### src/rtl/st_frame_arbiter.sv
// rtl/st_frame_arbiter.sv - two-requester frame-locked round-robin arbiter
module st_frame_arbiter #(
    parameter int DATA_WIDTH = 36,
    parameter int FRAME_LEN  = 256,
    parameter int CNT_WIDTH  = 8
) (
    input  logic                  clk,
    input  logic                  reset,
    input  logic                  in0_valid,
    input  logic [DATA_WIDTH-1:0] in0_data,
    output logic                  in0_ready,
    input  logic                  in1_valid,
    input  logic [DATA_WIDTH-1:0] in1_data,
    output logic                  in1_ready,
    output logic                  out_valid,
    output logic [DATA_WIDTH-1:0] out_data,
    output logic                  out_sop,
    output logic                  out_eop,
    input  logic                  out_ready,
    output logic [1:0]            grant,
    output logic [CNT_WIDTH-1:0]  beat_cnt
);

    typedef enum logic [1:0] {
        IDLE = 2'd0,
        OWN0 = 2'd1,
        OWN1 = 2'd2
    } state_t;

    localparam logic [CNT_WIDTH-1:0] LAST_BEAT = CNT_WIDTH'(FRAME_LEN - 1);
    localparam logic [CNT_WIDTH-1:0] CNT_ONE   = CNT_WIDTH'(1);

    state_t                state_q, state_d;
    logic                  last_owner_q, last_owner_d;
    logic [CNT_WIDTH-1:0]  beat_cnt_q, beat_cnt_d;
    logic                  accept;

    // Sequencing state; last_owner resets to 1 so requester 0 wins the first tie.
    always_ff @(posedge clk) begin
        if (reset) begin
            state_q      <= IDLE;
            last_owner_q <= 1'b1;
            beat_cnt_q   <= '0;
        end else begin
            state_q      <= state_d;
            last_owner_q <= last_owner_d;
            beat_cnt_q   <= beat_cnt_d;
        end
    end

    // Owner selection, zero-latency datapath mux and frame bookkeeping.
    always_comb begin
        state_d      = state_q;
        last_owner_d = last_owner_q;
        beat_cnt_d   = beat_cnt_q;
        out_valid    = 1'b0;
        out_data     = '0;
        out_sop      = 1'b0;
        out_eop      = 1'b0;
        in0_ready    = 1'b0;
        in1_ready    = 1'b0;
        grant        = 2'b00;
        accept       = 1'b0;

        case (state_q)
            IDLE: begin
                // Arbitration only; the bubble cycle keeps out_valid off out_ready.
                if (in0_valid && in1_valid) begin
                    state_d = last_owner_q ? OWN0 : OWN1;
                end else if (in0_valid) begin
                    state_d = OWN0;
                end else if (in1_valid) begin
                    state_d = OWN1;
                end
            end
            OWN0: begin
                grant     = 2'b01;
                out_valid = in0_valid;
                out_data  = in0_data;
                in0_ready = out_ready;
                out_sop   = (beat_cnt_q == '0);
                out_eop   = (beat_cnt_q == LAST_BEAT);
            end
            OWN1: begin
                grant     = 2'b10;
                out_valid = in1_valid;
                out_data  = in1_data;
                in1_ready = out_ready;
                out_sop   = (beat_cnt_q == '0);
                out_eop   = (beat_cnt_q == LAST_BEAT);
            end
            default: begin
                state_d = IDLE;
            end
        endcase

        accept = out_valid && out_ready;
        if (accept) begin
            if (beat_cnt_q == LAST_BEAT) begin
                beat_cnt_d   = '0;
                last_owner_d = (state_q == OWN1);
                state_d      = IDLE;
            end else begin
                beat_cnt_d = beat_cnt_q + CNT_ONE;
            end
        end
    end

    assign beat_cnt = beat_cnt_q;

endmodule

### config.mk
export PLATFORM = sky130hd
export DESIGN_NAME = st_frame_arbiter
export DESIGN_NICKNAME = d
export VERILOG_FILES = /design/src/rtl/st_frame_arbiter.sv
export SDC_FILE = /design/constraint.sdc
export NUM_CORES = 1
export LEC_CHECK = 0
export ABC_AREA = 0
export CORE_ASPECT_RATIO = 1.75
export CORE_UTILIZATION = 29
export DETAILED_ROUTE_END_ITERATION = 10
export GPL_TIMING_DRIVEN = 0
export PLACE_DENSITY = 0.86
export SETUP_SLACK_MARGIN = 0.2
export SLEW_MARGIN = 30
export SYNTH_ARGS = -nofsm -noshare
export SYNTH_HDL_FRONTEND = slang
export SYNTH_SLANG_ARGS = --single-unit
### constraint.sdc
create_clock -name clk -period 2.2 [get_ports clk]
set_input_delay 0.44 -clock clk [delete_from_list [all_inputs] [get_ports clk]]
set_output_delay 0.44 -clock clk [all_outputs]
set_load 0.05 [all_outputs]
==> results of run 1 <==
timing repair:
item | 4_1_cts | 5_1_grt
buffers inserted | 6 | 3
cloned | 4 | 1
pin swaps | 25 | 2
setup endpoints to repair | 51 | 44
gates resized for setup | 347 | 26
placed cells by master, fill, tap and decap left out, types with 3 or more instances in the layout:
master / instances
a22oi_2: 24
nor2b_4: 19
o31ai_1: 5
or4_1: 6
clkbuf_8: 5
buf_6: 23
clkbuf_16: 8
dlygate4sd2_1: 3
dfxtp_1: 4
ha_1: 4
clkdlybuf4s50_1: 80
nor2b_2: 17
ha_4: 3
nand3_1: 6
clkbuf_4: 6
inv_1: 5
a21oi_1: 11
a22oi_1: 13
buf_4: 19
dfxtp_2: 5
dlymetal6s2s_1: 3
nand2_1: 5
buf_8: 6
power groups by stage:
stage | sequential [mW] | combinational (mW) | clock [mW]
4_1_cts | 0.216 | 0.989 | 0.211
3_5_place_dp | 0.214 | 0.785 | 0
5_1_grt | 0.217 | 1.11 | 0.218
2_1_floorplan | 0.215 | 0.492 | 0
3_3_place_gp | 0.214 | 0.775 | 0
6_report | 0.216 | 1.06 | 0.214
layout make-up:
cell class / count / area [um^2]
fillers: 233 / 718.2
repair buffers: 141 / 1469
well taps: 49 / 61.31
plain buffers: 13 / 210.2
inverters: 7 / 36.28
multi-input cells: 135 / 1338
clock buffers: 4 / 45.04
flip-flops and latches: 11 / 234.0
Yosys cell counts:
cell type  count  share of area
dfxtp_1       11           0.18
nor2b_1       36           0.18
nor4_1         2          0.010
ha_1           7          0.071
nand4_2        1          0.010
nor3_1         1         0.0041
a22o_1         1         0.0071
mux2i_1        1         0.0081
nor2_1         2         0.0061
or4_1          7          0.043
and2_1         4          0.020
buf_1          1         0.0030
a22oi_2        1          0.010
inv_1          7          0.021
nand2_1        6          0.018
clkbuf_1      11          0.033
nand3b_1       1         0.0061
buf_2          1         0.0041
a21oi_1       11          0.045
o41ai_1        1         0.0071
a22oi_1       36           0.22
o2111ai_1      1         0.0071
nand3_1        7          0.028
nand4_1        1         0.0051
o31ai_1        5          0.030
o41ai_2        1          0.013
o21ai_0        2         0.0081
final timing paths:
path | start | to | depth (start not counted) | slack [ps]
max | state_q[1] | out_data[9] | 7 | 90
min | beat_cnt[6] | beat_cnt[6] | 2 | 500
max reg2reg | state_q[0] | beat_cnt[7] | 6 | 270
min reg2reg | beat_cnt[6] | beat_cnt[6] | 2 | 500
registers in the layout, summed over array words and instances, names as in the netlist:
register / flops
state_q: 2
beat_cnt: 8
last_owner_q: 1
logic make-up after synthesis:
logic type,after synthesis
AO/OA/AOI/OAI,59
AND/OR/NAND/NOR,68
multiplexers,1
adder cells (fa/ha/maj),7
buffers and inverters,20
flip-flops,11
layer usage:
metal / vias to the layer above / part of all wire / GRT usage
li1: 914 / - / -
met1: 1004 / 0.31 / 0.2838
met2: 153 / 0.55 / 0.5849
met3: 41 / 0.077 / 0.06014
met4: 0 / 0.058 / 0.1671
met5: - / 0 / 0
worst max-delay path, delay by kind of cell (launching register included):
| family | cells | cell delay, ps |
|---|---|---|
| adders and majority gates | 1 | 180 |
| buffers and inverters | 4 | 560 |
| and+or+nand+nor | 1 | 70 |
| AOI/OAI and AO/OA | 1 | 210 |
| DFF | 1 | 390 |
through the flow:
step | hold slack (ps) | total power, mW | TNS, ps
floorplan | 466.0 | 0.7074 | 0
global route | 507.2 | 1.541 | 0
finish | 495.4 | 1.495 | 0
detailed placement | 485.6 | 0.9989 | -23450
CTS | 490.4 | 1.416 | 0
global placement | 483.3 | 0.9889 | -22650
==> results.sh, run 1 <==
export IMPL_status="complete, no violations"
export IMPL_synth_fp_nets=250
export IMPL_yosys_area_share_simple=0.3337
export IMPL_io_pins=128
export IMPL_syn_inst=166
export IMPL_grt_pass1_vias=2129
export IMPL_clk_pin_slew_ps=50
export IMPL_synthToLayoutAreaGrowth_pct=175.1
export IMPL_dieArea_mm2=0.004529
export IMPL_place_area_mm2=0.002790
export IMPL_antenna_left=0
export IMPL_clkPwrFrac=0.143
export IMPL_layout_cells_non_filler=360
export IMPL_swShare=0.4096
export IMPL_skew_ps=1.215
export IMPL_combPwrFrac=0.712
export IMPL_hold_buffers=0
export IMPL_power_density_mw_per_mm2=440.6
export IMPL_cts_sinks=11
export IMPL_grt_pass1_wl_um=10210
export IMPL_drt_pass1_iter_count=4
export IMPL_initial_utilization=0.3001
export IMPL_cap_violations=0
export IMPL_wire_per_inst_um=20.93
export IMPL_critPathMostFrequentCell="clkbuf_16"
export IMPL_htree_levels=1
export IMPL_yosys_area_share_xor_xnor=0
export IMPL_ys_ff_latch=11
export IMPL_fin_ws_ps=93.85
export IMPL_final_cell_area_mm2=0.003393
export IMPL_slowest_delay_ps=390
export IMPL_power_switching_uw=612.5
export IMPL_fin_crit_sh=0.9573
export IMPL_synthMuxAreaShare=0.008114
export IMPL_seqPwrFrac=0.145
export IMPL_cp_required_ps=1760
export IMPL_ys_warn_count=0
export IMPL_path_class="flip-flop to primary output"
export IMPL_core_area_mm2=0.004111
export IMPL_grt_overflow=0
export IMPL_crit_arrival_ps=1670
export IMPL_internal_power_uw=882.7
export IMPL_vias=2112
export IMPL_gp_congestion=0.8638
export IMPL_cts_tree="done"
export IMPL_cts_path_max_buffers=2
export IMPL_end_kind="primary output"
export IMPL_root_buffer="clkbuf_8"
export IMPL_final_util=0.8253
export IMPL_portBuffers=127
export IMPL_drive_gt1_frac=0.4952
export IMPL_clk_latency_ps=250
export IMPL_max_slew_worst_pin_slew_ps=505.1
export IMPL_critical_path_slowest_cell="dfxtp_4"
export IMPL_synth_area_mm2=0.001234
export IMPL_grt_setup_unrepaired="yes"
export IMPL_viasPerCell=5.867
export IMPL_gr_usage_all_layers=0.3013
export IMPL_relSlewSlack=0.6621
export IMPL_synth_distinct_cells=27
export IMPL_grt_max_degree=11
export IMPL_finalMaxSlewViolations=0
export IMPL_synthAdderAreaFrac=0.07099
export IMPL_dr_first_iter_drc_count=74
export IMPL_start_kind="flip-flop"
export IMPL_cts_buffers=3
export IMPL_antenna_found_initial=0
export IMPL_min_period_ps=2106
export IMPL_crit_chain="inv_6 -> ha_4 -> clkbuf_16 -> clkbuf_16 -> a22oi_2 -> nor2b_4 -> buf_6"
export IMPL_hold_class="flip-flop to flip-flop"
export IMPL_dpl_hpwl_um=4324
export IMPL_ir_drop_mv=0.3434
export IMPL_finalHoldViolations=0
export IMPL_fmax_mhz=474.8
export IMPL_drc=0
export IMPL_setup_viol=0
export IMPL_fp_dieW_um=51.31
export IMPL_power_leakage_nw=1.293
export IMPL_synth_seq_area_share=0.1785
export IMPL_cp_max_fo=10
export IMPL_drt_total_wl_um=7536
export IMPL_pre_cts_slack_ps=-798.0
export IMPL_chipHeight_um=88.28
export IMPL_syn_area_per_cell_um2=7.432
export IMPL_synth_top_family_by_area="compound AO/OA/AOI/OAI gates"
export IMPL_nNetsFinal=396
export IMPL_fp_row_count=31
export IMPL_diodes=0
export IMPL_synth_compound_area_frac=0.3469
export IMPL_dp_cells=342
No activity file was read; power rests on OpenSTA's default activity.
==> run 2: changes to the inputs <==
--- a/config.mk
+++ b/config.mk
@@ -5,14 +5,14 @@
 export SDC_FILE = /design/constraint.sdc
 export NUM_CORES = 1
 export LEC_CHECK = 0
-export ABC_AREA = 0
+export ABC_AREA = 1
 export CORE_ASPECT_RATIO = 1.75
 export CORE_UTILIZATION = 29
 export DETAILED_ROUTE_END_ITERATION = 10
 export GPL_TIMING_DRIVEN = 0
-export PLACE_DENSITY = 0.86
+export PLACE_DENSITY = 0.87
 export SETUP_SLACK_MARGIN = 0.2
-export SLEW_MARGIN = 30
+export SLEW_MARGIN = 40
 export SYNTH_ARGS = -nofsm -noshare
 export SYNTH_HDL_FRONTEND = slang
 export SYNTH_SLANG_ARGS = --single-unit
==> results.sh, run 2 <==
export IMPL_cts_buffers=3
export IMPL_yosysTopAreaCell="nand2_1"
export IMPL_finalPower_mw=1.487
export IMPL_synth_top_cell_area_share=0.3046
export IMPL_cp_required_ps=1760
export IMPL_wire_per_inst_um=17.13
export IMPL_grt_pass1_vias=1923
export IMPL_htree_levels=1
export IMPL_chipHeight_um=87.80
export IMPL_tns_ps=0
export IMPL_yosys_area_share_simple=0.4318
export IMPL_dieArea_mm2=0.004480
export IMPL_synth_enable_flop_cells=0
export IMPL_synth_area_mm2=0.001220
export IMPL_multi_input_comb_area_mm2=0.001316
export IMPL_antenna_left=0
export IMPL_grt_pass1_wl_um=8714
export IMPL_skew_ps=3.474
export IMPL_hold_class="flip-flop to flip-flop"
export IMPL_ir_drop_mv=0.5142
export IMPL_grt_max_degree=11
export IMPL_start_kind="flip-flop"
export IMPL_power_leakage_nw=1.314
export IMPL_synthTopCellsByArea="nand2_1 30%, dfxtp_1 18%, a21oi_1 17%"
export IMPL_synthAdderAreaFrac=0.07179
export IMPL_syn_inst=226
export IMPL_synthToLayoutAreaGrowth_pct=181.6
export IMPL_cts_path_max_buffers=2
export IMPL_gr_usage_all_layers=0.2532
export IMPL_fmax_mhz=481.6
export IMPL_io_pins=128
export IMPL_gp_congestion=0.8227
export IMPL_ys_ff_latch=11
export IMPL_diodes=0
export IMPL_drc=0
export IMPL_vias=2165
export IMPL_viasPerCell=5.130
export IMPL_cp_max_fo=10
export IMPL_fin_crit_sh=0.9437
export IMPL_final_seq_area_um2=229.0
export IMPL_finalHoldViolations=0
export IMPL_antenna_found_initial=0
export IMPL_yosys_cell_count_top_type="nand2_1"
export IMPL_startpoint="state_q[1]"
export IMPL_synth_top_family_by_area="simple AND/OR/NAND/NOR gates"
export IMPL_cap_violations=0
export IMPL_synth_fp_nets=310
export IMPL_worst_r2r_endpoint="beat_cnt[5]"
export IMPL_synthArstFlopShare=0
export IMPL_fin_ws_ps=123.8
export IMPL_initial_utilization=0.3095
export IMPL_power_density_mw_per_mm2=432.9
export IMPL_crit_arrival_ps=1640
export IMPL_drive_gt1_frac=0.3850
export IMPL_grt_setup_unrepaired="yes"
export IMPL_portBuffers=127
export IMPL_dpl_hpwl_um=4390
export IMPL_relSlewSlack=0.6667
export IMPL_endpoint="out_data[5]"
export IMPL_yosys_most_used_dff="dfxtp_1"
export IMPL_final_common_cell="nand2_1"
export IMPL_hold_buffers=0
export IMPL_grt_overflow=0
export IMPL_yosys_area_share_xor_xnor=0.007179
export IMPL_end_kind="primary output"
export IMPL_r2r_cells=10
export IMPL_cts_sinks=11
export IMPL_root_buffer="clkbuf_8"
export IMPL_final_cell_mix="84 x nand2_1, 82 x clkdlybuf4s50_1, 39 x buf_6"
export IMPL_status="complete, no violations"
export IMPL_nFillCells=203
export IMPL_max_slew_worst_pin_slew_ps=498.3
export IMPL_largest_reg_flops=8
export IMPL_cts_tree="done"
export IMPL_drt_total_wl_um=7227
export IMPL_ys_top_cells_by_count="99 x nand2_1, 41 x a21oi_1, 17 x nor2_1, 16 x inv_1, 11 x dfxtp_1"
export IMPL_pre_cts_slack_ps=-541.5
export IMPL_synthMuxAreaShare=0
export IMPL_finalMaxSlewViolations=0
export IMPL_synth_distinct_cells=21
export IMPL_dr_first_iter_drc_count=45
export IMPL_ys_warn_count=0
export IMPL_synth_seq_area_share=0.1805
export IMPL_reg2reg_from="state_q[0]"
export IMPL_clk_latency_ps=250
export IMPL_syn_area_per_cell_um2=5.398
export IMPL_min_period_ps=2076
export IMPL_path_class="flip-flop to primary output"
export IMPL_setup_viol=0
export IMPL_core_area_mm2=0.003941
export IMPL_nNetsFinal=459
export IMPL_reg2reg_slack_ps=660
export IMPL_drt_pass1_iter_count=5
export IMPL_fp_dieW_um=51.03
export IMPL_fp_row_count=30
export IMPL_synth_compound_area_frac=0.2031
export IMPL_clk_pin_slew_ps=60
## run 2: worst min-delay path by stage
stage / startpoint / end / slack, ps / cells after the start
after floorplan: last_owner_q / last_owner_q / 470 / 2
after global placement: state_q[1] / state_q[1] / 480 / 2
after detailed placement: state_q[1] / state_q[1] / 500 / 2
after CTS: last_owner_q / last_owner_q / 530 / 2
after global routing: beat_cnt[4] / beat_cnt[4] / 570 / 2
final: last_owner_q / last_owner_q / 520 / 2
## run 2: report_power, final
| part | internal (mW) | leakage [nW] | switching, mW |
|---|---|---|---|
| Combinational | 0.490 | 1.20 | 0.572 |
| Clock | 0.125 | 0.0255 | 0.0877 |
| Sequential | 0.205 | 0.0909 | 0.00734 |
| Total | 0.821 | 1.31 | 0.667 |
## run 2: kinds of logic after synthesis
kind of cell,Yosys count
xor+xnor,1
flops,11
compound gates,48
fa+ha+maj,7
buf+inv,29
simple gates,130
## run 2: timing repair
action                                  CTS  global route
endpoints found under the setup margin   44            42
pin swaps                                11             7
resized for setup                       322            64
setup buffers                             8             4
cloned                                    4             1
## run 2: per-layer routing
metal	track usage	up-vias	part of all wire	routed length [um]
li1	-	1021	-	-
met1	0.2396	1000	0.32	2343
met2	0.5144	115	0.56	4058
met3	0.04514	29	0.066	474
met4	0.09091	0	0.049	351
met5	0	-	0	0
## run 2: cell type report
type,instances,area share
Clock inverter,1,0.001457
Inverter,16,0.02039
Tap cell,48,0.01748
Timing Repair Buffer,144,0.4432
Sequential cell,11,0.06664
Multi-Input combinational cell,186,0.3831
Buffer,13,0.05572
Clock buffer,3,0.01202
## run 2: through the flow
step | instance area [um^2] | instances | hold slack (ps) | util
after floorplan | 1490 | 226 | 467.4 | -
after global placement | 2821 | 401 | 483.1 | 0.7159
after detailed placement | 2821 | 401 | 505.0 | 0.7159
after CTS | 3158 | 417 | 528.2 | 0.8013
after global routing | 3436 | 422 | 571.9 | 0.8717
final | 3436 | 422 | 522.9 | 0.8717
## run 2: critical path, cell delays in order, from the launching register on
cell	delay (ps)
dfxtp_4	370
buf_4	120
ha_4	140
buf_8	130
buf_8	130
nand2_1	130
a21oi_4	180
buf_6	180
==> run 3: changes to the inputs <==
==> constraint.sdc (replaced) <==
create_clock -name clk -period 2.2 [get_ports clk]
set_input_delay 0.44 -clock clk [delete_from_list [all_inputs] [get_ports clk]]
set_output_delay 0.44 -clock clk [all_outputs]
set_load 0.005 [all_outputs]
==> results.sh, run 3 (synthesis gave the netlist of run 2 again) <==
export IMPL_max_slew_worst_pin_slew_ps=318.7
export IMPL_met3_usage=0.06424
export IMPL_ir_drop_mv=0.3639
export IMPL_power_density_mw_per_mm2=385.9
export IMPL_chipHeight_um=87.80
export IMPL_min_period_ps=2088
export IMPL_portBuffers=127
export IMPL_path_delay_family="buffers and inverters"
export IMPL_diodes=0
export IMPL_grt_busiest_layer="met2"
export IMPL_path_class="flip-flop to primary output"
export IMPL_wire_per_inst_um=14.93
export IMPL_crit_arrival_ps=1650
export IMPL_gp_congestion=0.9129
export IMPL_cap_violations=0
export IMPL_clk_latency_ps=260
export IMPL_drt_total_wl_um=6464
export IMPL_final_common_cell="nand2_1"
export IMPL_cts_sinks=11
export IMPL_nNetsFinal=470
export IMPL_cp_max_fo=5
export IMPL_finalHoldViolations=0
export IMPL_vias=2157
export IMPL_cp_required_ps=1760
export IMPL_grt_pass1_vias=2012
export IMPL_final_cell_mix="92 x nand2_1, 85 x clkdlybuf4s50_1, 25 x buf_2"
export IMPL_cts_tree="done"
export IMPL_gr_usage_all_layers=0.2725
export IMPL_drive_gt1_frac=0.3195
export IMPL_power_leakage_nw=1.240
export IMPL_combPwrFrac=0.611
export IMPL_critPathBufInv=6
export IMPL_grtUsageMet2=0.5526
export IMPL_start_kind="flip-flop"
export IMPL_dpl_hpwl_um=4226
export IMPL_end_kind="primary output"
export IMPL_synthToLayoutAreaGrowth_pct=143.5
export IMPL_hold_buffers=0
export IMPL_dieArea_mm2=0.004480
export IMPL_fin_hold_ws_ps=542.1
export IMPL_hold_class="flip-flop to flip-flop"
export IMPL_dr_first_iter_drc_count=69
export IMPL_cts_path_max_buffers=2
export IMPL_clkPwrFrac=0.201
export IMPL_final_cell_area_mm2=0.002970
export IMPL_setup_viol=0
export IMPL_fmax_mhz=478.8
export IMPL_fp_dieW_um=51.03
export IMPL_antenna_found_initial=0
export IMPL_grt_overflow=0
export IMPL_antenna_left=0
export IMPL_internal_power_uw=739.1
export IMPL_finalPower_mw=1.146
export IMPL_clk_pin_slew_ps=60
export IMPL_core_area_mm2=0.003941
export IMPL_drc=0
export IMPL_htree_levels=1
export IMPL_relSlewSlack=0.7875
export IMPL_use_met1=0.2555
export IMPL_critical_path_slowest_cell="dfxtp_2"
export IMPL_seqPwrFrac=0.188
export IMPL_io_pins=128
export IMPL_place_area_mm2=0.002551
export IMPL_finalMaxSlewViolations=0
export IMPL_grt_setup_unrepaired="yes"
export IMPL_grt_pass1_wl_um=9315
export IMPL_cts_buffers=3
export IMPL_skew_ps=4.105
export IMPL_largest_reg_flops=8
export IMPL_slowest_delay_ps=340
export IMPL_fin_crit_sh=0.9493
export IMPL_swShare=0.3551
export IMPL_reg2reg_slack_ps=600
export IMPL_initial_utilization=0.3095
export IMPL_power_switching_uw=407.0
export IMPL_fin_ws_ps=111.5
export IMPL_root_buffer="clkbuf_8"
export IMPL_drt_pass1_iter_count=4
export IMPL_grt_max_degree=11
export IMPL_viasPerCell=4.982
export IMPL_pre_cts_slack_ps=-269.4
export IMPL_fp_row_count=30
export IMPL_status="complete, no violations"
export IMPL_crit_chain="inv_4 -> ha_4 -> buf_6 -> buf_4 -> buf_6 -> buf_4 -> nand2_1 -> a21oi_1 -> buf_2"
run 3: cell types whose count changed in the layout (fill, tap and decap cells not counted), moves of 9 or more:
cell	change
a21oi_1	+16
buf_6	-28
clkbuf_2	+10
buf_4	+9
buf_2	+23
a21oi_4	-24
run 3: per-layer routing:
layer	share of wire	routed length, um	vias up
met5	0	0	-
met4	0.019	125	0
met3	0.094	607	13
met2	0.56	3644	134
met1	0.32	2086	975
li1	-	-	1035
run 3: cell type report:
cell class | instances | area (um^2)
clock buffer | 4 | 45.04
fill | 294 | 970.9
sequential | 11 | 230.2
multi-input combinational | 186 | 1020
tap | 48 | 60.06
inverter | 16 | 72.57
buffer | 13 | 185.2
timing repair buffer | 155 | 1358
run 3: power by group through the flow:
stage / logic (mW) / clock network, mW / registers [mW]
floorplan: 0.181 / 0 / 0.214
CTS: 0.563 / 0.224 / 0.214
global route: 0.748 / 0.228 / 0.215
global placement: 0.462 / 0 / 0.215
detailed placement: 0.468 / 0 / 0.215
finish: 0.701 / 0.230 / 0.215
run 3: worst register-to-register path, stage by stage (launching register included):
cell	delay [ps]
dfxtp_2	340
buf_6	130
ha_4	150
buf_4	140
nand2_1	120
nand2_2	90
nand3_4	110
buf_6	160
xor2_1	200
nor2_1	50
run 3: timing repair:
item,in CTS,in global routing
setup endpoints to repair,41,38
buffers inserted,15,7
resized for setup,165,64
pin swaps,1,5
gates cloned,2,4
run 3: worst paths after layout:
path | from | end | cells after the start
worst max-delay path | state_q[1] | out_data[18] | 9
worst max register to register | state_q[1] | beat_cnt[0] | 9
worst min register to register | last_owner_q | last_owner_q | 2
worst min-delay path | last_owner_q | last_owner_q | 2
run 3: per-stage QoR:
| step | instances | utilization | TNS (ps) |
|---|---|---|---|
| 2_1_floorplan | 226 | - | 0 |
| 3_3_place_gp | 401 | 0.6473 | -4734 |
| 3_5_place_dp | 401 | 0.6473 | -6066 |
| 4_1_cts | 422 | 0.7054 | 0 |
| 5_1_grt | 433 | 0.7537 | 0 |
| 6_report | 433 | 0.7537 | 0 |
